<file path="src/rtl/mod_counter_ud.sv">
// Runtime-programmable modulo-N up/down counter stage for the clock divider chain.
// A new modulus is staged as pending and only takes effect at a wrap or a preload.
module mod_counter_ud #(
    parameter int W         = 4,
    parameter int N_DEFAULT = 10
) (
    input  logic         clk,
    input  logic         clear,
    input  logic         en,
    input  logic         up,
    input  logic         load,
    input  logic [W-1:0] load_val,
    input  logic         mod_wr,
    input  logic [W:0]   modulus,
    output logic [W-1:0] count,
    output logic         tc,
    output logic         co,
    output logic         wrap,
    output logic         err
);

    localparam logic [W:0] MOD_RST = (W+1)'(N_DEFAULT);
    localparam logic [W:0] MOD_MIN = (W+1)'(2);
    localparam logic [W:0] MOD_MAX = (W+1)'(1) << W;
    localparam logic [W:0] ONE_X   = (W+1)'(1);

    logic [W:0]   mod_act;
    logic [W:0]   mod_pend;
    logic         pend;

    logic [W:0]   count_x;
    logic [W:0]   mod_eff;
    logic [W-1:0] down_wrap_val;
    logic         at_top;
    logic         at_zero;
    logic         mod_legal;
    logic         load_ok;
    logic         wrap_evt;

    // Terminal detection always uses the active modulus; a pending value is invisible until applied.
    assign count_x       = {1'b0, count};
    assign at_top        = (count_x == mod_act - ONE_X);
    assign at_zero       = (count == '0);
    assign mod_eff       = pend ? mod_pend : mod_act;
    assign down_wrap_val = W'(mod_eff - ONE_X);
    assign mod_legal     = (modulus >= MOD_MIN) && (modulus <= MOD_MAX);
    assign load_ok       = ({1'b0, load_val} < mod_eff);
    assign wrap_evt      = up ? at_top : at_zero;

    assign tc = wrap_evt;
    assign co = tc & en & ~load;

    always_ff @(negedge clk or posedge clear) begin
        if (clear) begin
            count    <= '0;
            mod_act  <= MOD_RST;
            mod_pend <= MOD_RST;
            pend     <= 1'b0;
            wrap     <= 1'b0;
            err      <= 1'b0;
        end else begin
            // NOTE: non-blocking assignments here mean every test above reads the pre-edge state,
            // so later statements in this block may override earlier ones without ordering hazards.
            wrap <= 1'b0;
            if (load) begin
                mod_act <= mod_eff;
                pend    <= 1'b0;
                if (load_ok) begin
                    count <= load_val;
                end else begin
                    count <= '0;
                    err   <= 1'b1;
                end
            end else if (en) begin
                if (wrap_evt) begin
                    mod_act <= mod_eff;
                    pend    <= 1'b0;
                    wrap    <= 1'b1;
                    count   <= up ? '0 : down_wrap_val;
                end else begin
                    count <= up ? count + W'(1) : count - W'(1);
                end
            end

            // A write on the same edge as a wrap/load stays pending for the next event.
            if (mod_wr) begin
                if (mod_legal) begin
                    mod_pend <= modulus;
                    pend     <= 1'b1;
                end else begin
                    err <= 1'b1;
                end
            end
        end
    end

endmodule
</file>
<file path="config.mk">
export PLATFORM = sky130hd
export DESIGN_NAME = mod_counter_ud
export DESIGN_NICKNAME = d
export VERILOG_FILES = /design/src/rtl/mod_counter_ud.sv
export SDC_FILE = /design/constraint.sdc
export NUM_CORES = 1
export LEC_CHECK = 0
export BUFFER_PORTS_ARGS = -buffer_cell sky130_fd_sc_hd__buf_4
export CAP_MARGIN = 40
export CORE_MARGIN = 2
export CORE_UTILIZATION = 58
export CTS_CLUSTER_SIZE = 28
export DETAILED_ROUTE_END_ITERATION = 12
export PLACE_DENSITY = 0.83
export SLEW_MARGIN = 0
export SYNTH_ARGS = -nofsm -noshare
export SYNTH_HDL_FRONTEND = slang
export SYNTH_SLANG_ARGS = --single-unit
</file>
<file path="constraint.sdc">
create_clock -name clk -period 6.3 [get_ports clk]
set_input_delay 0.63 -clock clk [delete_from_list [all_inputs] [get_ports clk]]
set_output_delay 0.63 -clock clk [all_outputs]
set_load 0.005 [all_outputs]
</file>
==> impl_metrics.env <==
export IMPL_cts_buffer_depth=2
export IMPL_vias_per_cell=5.84
export IMPL_clock_sinks=17
export IMPL_grt_usage_pct=24.7
export IMPL_cp_arrival_ps=5570
export IMPL_dp_slack_ps=400
export IMPL_die_y_um=49.3
export IMPL_portBuffers=22
export IMPL_slew_headroom_pct=57.7
export IMPL_yosysSeqAreaShare_pct=36.2
export IMPL_drt_iter0_drc=41
export IMPL_antenna_found_initial=0
export IMPL_ir_worst_vdd_v=0.000204
export IMPL_crit_path_end_kind="output pin"
export IMPL_crit_path_max_fanout=7
export IMPL_final_common_cell="buf_4"
export IMPL_wirelength_um=2770
export IMPL_insertion_delay_ps=350
export IMPL_finalSetupTns_ps=0
export IMPL_wl_per_cell_um=15.2
export IMPL_dpl_hpwl_um=2080
export IMPL_grt_pass1_vias=1051
export IMPL_diodes=0
export IMPL_area_delta_synth_final_pct=21.7
export IMPL_max_slew_worst_pin_slew_ps=634
export IMPL_synth_edff_count=0
export IMPL_drive_above_1_share_pct=25.0
export IMPL_via_count=1069
export IMPL_leakage_nw=0.683
export IMPL_rows=16
export IMPL_required_ps=5670
export IMPL_fp_dieW_um=49.3
export IMPL_ant_nets=0
export IMPL_slew_viol_final=0
export IMPL_fin_ws_ps=97.1
export IMPL_final_cell_mix="buf_4 (22), inv_1 (14), nor2_1 (13), dfrtn_1 (13), a21oi_1 (9)"
export IMPL_syn_area_per_cell_um2=9.14
export IMPL_drv_cap=0
export IMPL_postCtsSetupRepairBufs=0
export IMPL_clk_pin_slew_ps=80
export IMPL_skew_ps=61.0
export IMPL_outcome="complete, no violations"
export IMPL_ys_async_sr_fraction_pct=100
export IMPL_grt_pass1_wl_um=4670
export IMPL_fin_nets=180
export IMPL_synth_ff_type="dfrtn_1"
export IMPL_die_area_um2=2430
export IMPL_ys_ff_latch=17
export IMPL_cts_tree="done"
export IMPL_grt_max_degree=18
export IMPL_start_kind="flop"
export IMPL_root_buffer="clkbuf_4"
export IMPL_cellPowerDensity_nw_per_um2=392
export IMPL_min_path_type="flop to flop"
export IMPL_core_um2=1940
export IMPL_dpl_cell_count=176
export IMPL_hold_viol=0
export IMPL_h_tree_depth=1
export IMPL_setup_violations=0
export IMPL_start_util_pct=61.2
export IMPL_io_pins=23
export IMPL_place_gp_congestion=0.854
export IMPL_grt_overflow_total=0
export IMPL_cts_buffers=3
export IMPL_whs_ps=420
export IMPL_crit_type="flop to output pin"
export IMPL_syn_nets=153
export IMPL_stdcell_count=183
export IMPL_drt_pass1_iterations=6
export IMPL_drc=0
export IMPL_synth_distinct_cells=34
export IMPL_ys_warn_count=0
export IMPL_synthCells=130
export IMPL_syn_area_um2=1190
## layout make-up
type	instances	area [um2]
Multi-Input combinational cell	99	717
Tap cell	27	33.8
Clock inverter	4	15.0
Inverter	10	37.5
Fill cell	159	495
Timing Repair Buffer	22	165
Clock buffer	4	47.5
Sequential cell	17	430
## flip-flops by register name, summed over array words and instances, names as in the netlist
| signal | cells |
|---|---|
| count | 4 |
| err | 1 |
| mod_pend | 5 |
| pend | 1 |
| mod_act | 5 |
| wrap | 1 |
## critical path: stages, from the launching register on
cell and delay (ps):
dfstp_2 530, inv_1 60, ha_2 200, o21ba_2 200
a221o_1 360, a211o_4 370, nand2_1 100, and2_1 140
buf_4 110
## final timing paths
check	start	endpoint	slack, ps	cells past startpoint
min in group asynchronous	clear	count[3]	3450	2
worst max register to register	mod_act[1]	mod_act[0]	3860	7
worst max-delay path	mod_act[1]	co	100	8
max in group asynchronous	clear	mod_pend[3]	2390	2
worst min-delay path	err	err	420	1
worst min register to register	err	err	420	1
## metal layers
| metal | vias up | global-route usage (%) | wire (um) |
|---|---|---|---|
| met3 | 2 | 2.15 | 130 |
| met1 | 514 | 32.4 | 1230 |
| met2 | 36 | 41.9 | 1400 |
| met5 | - | 0 | 0 |
| met4 | 0 | 10.0 | 9 |
| li1 | 517 | - | - |
## where the power goes
part	total [mW]	switching [mW]	internal, mW	leakage, nW
clock	0.0947	0.0431	0.0516	0.0474
combinational	0.269	0.136	0.133	0.439
sequential	0.204	0.0526	0.152	0.197
## cell families (layout without fill, tap and decap cells)
logic type / count (synthesis) / in the layout / synth area share [%]
AO/OA/AOI/OAI: 29 / 29 / 15.7
XOR/XNOR: 10 / 10 / 7.37
adder cells (fa/ha/maj): 8 / 8 / 9.05
buffers and inverters: 14 / 40 / 4.42
flip-flops: 17 / 17 / 36.2
multiplexers: 12 / 12 / 10.5
AND/OR/NAND/NOR: 40 / 40 / 16.7
## synthesized netlist by cell type (2+ instances only)
| cell type | count | area share, % |
|---|---|---|
| xnor2_1 | 5 | 3.7 |
| inv_1 | 11 | 3.5 |
| and2_1 | 3 | 1.6 |
| xor2_1 | 5 | 3.7 |
| a21oi_1 | 9 | 3.8 |
| nor3_1 | 6 | 2.5 |
| ha_1 | 7 | 7.4 |
| dfstp_2 | 4 | 8.8 |
| a31oi_1 | 2 | 1.1 |
| nand3_1 | 4 | 1.7 |
| o21ai_0 | 8 | 3.4 |
| mux2i_1 | 8 | 6.7 |
| a211o_1 | 2 | 1.5 |
| nand4_1 | 2 | 1.1 |
| nand2_1 | 6 | 1.9 |
| clkbuf_1 | 3 | 0.95 |
| dfrtn_1 | 13 | 27 |
| nor2_1 | 13 | 4.1 |
| mux2_2 | 4 | 3.8 |
## what timing repair did
action	4_1_cts	5_1_grt
resized for setup	0	2
endpoints found under the setup margin	0	1
hold buffers	0	0
## through the flow
| stage | area (um2) | util, % | power, mW |
|---|---|---|---|
| 2_1_floorplan | 1190 | - | 0.383 |
| 6_report | 1450 | 74.5 | 0.567 |
| 4_1_cts | 1440 | 73.9 | 0.558 |
| 3_5_place_dp | 1380 | 70.9 | 0.464 |
| 3_3_place_gp | 1380 | 70.9 | 0.451 |
| 5_1_grt | 1450 | 74.5 | 0.611 |
Power figures use the tool's default switching activity.
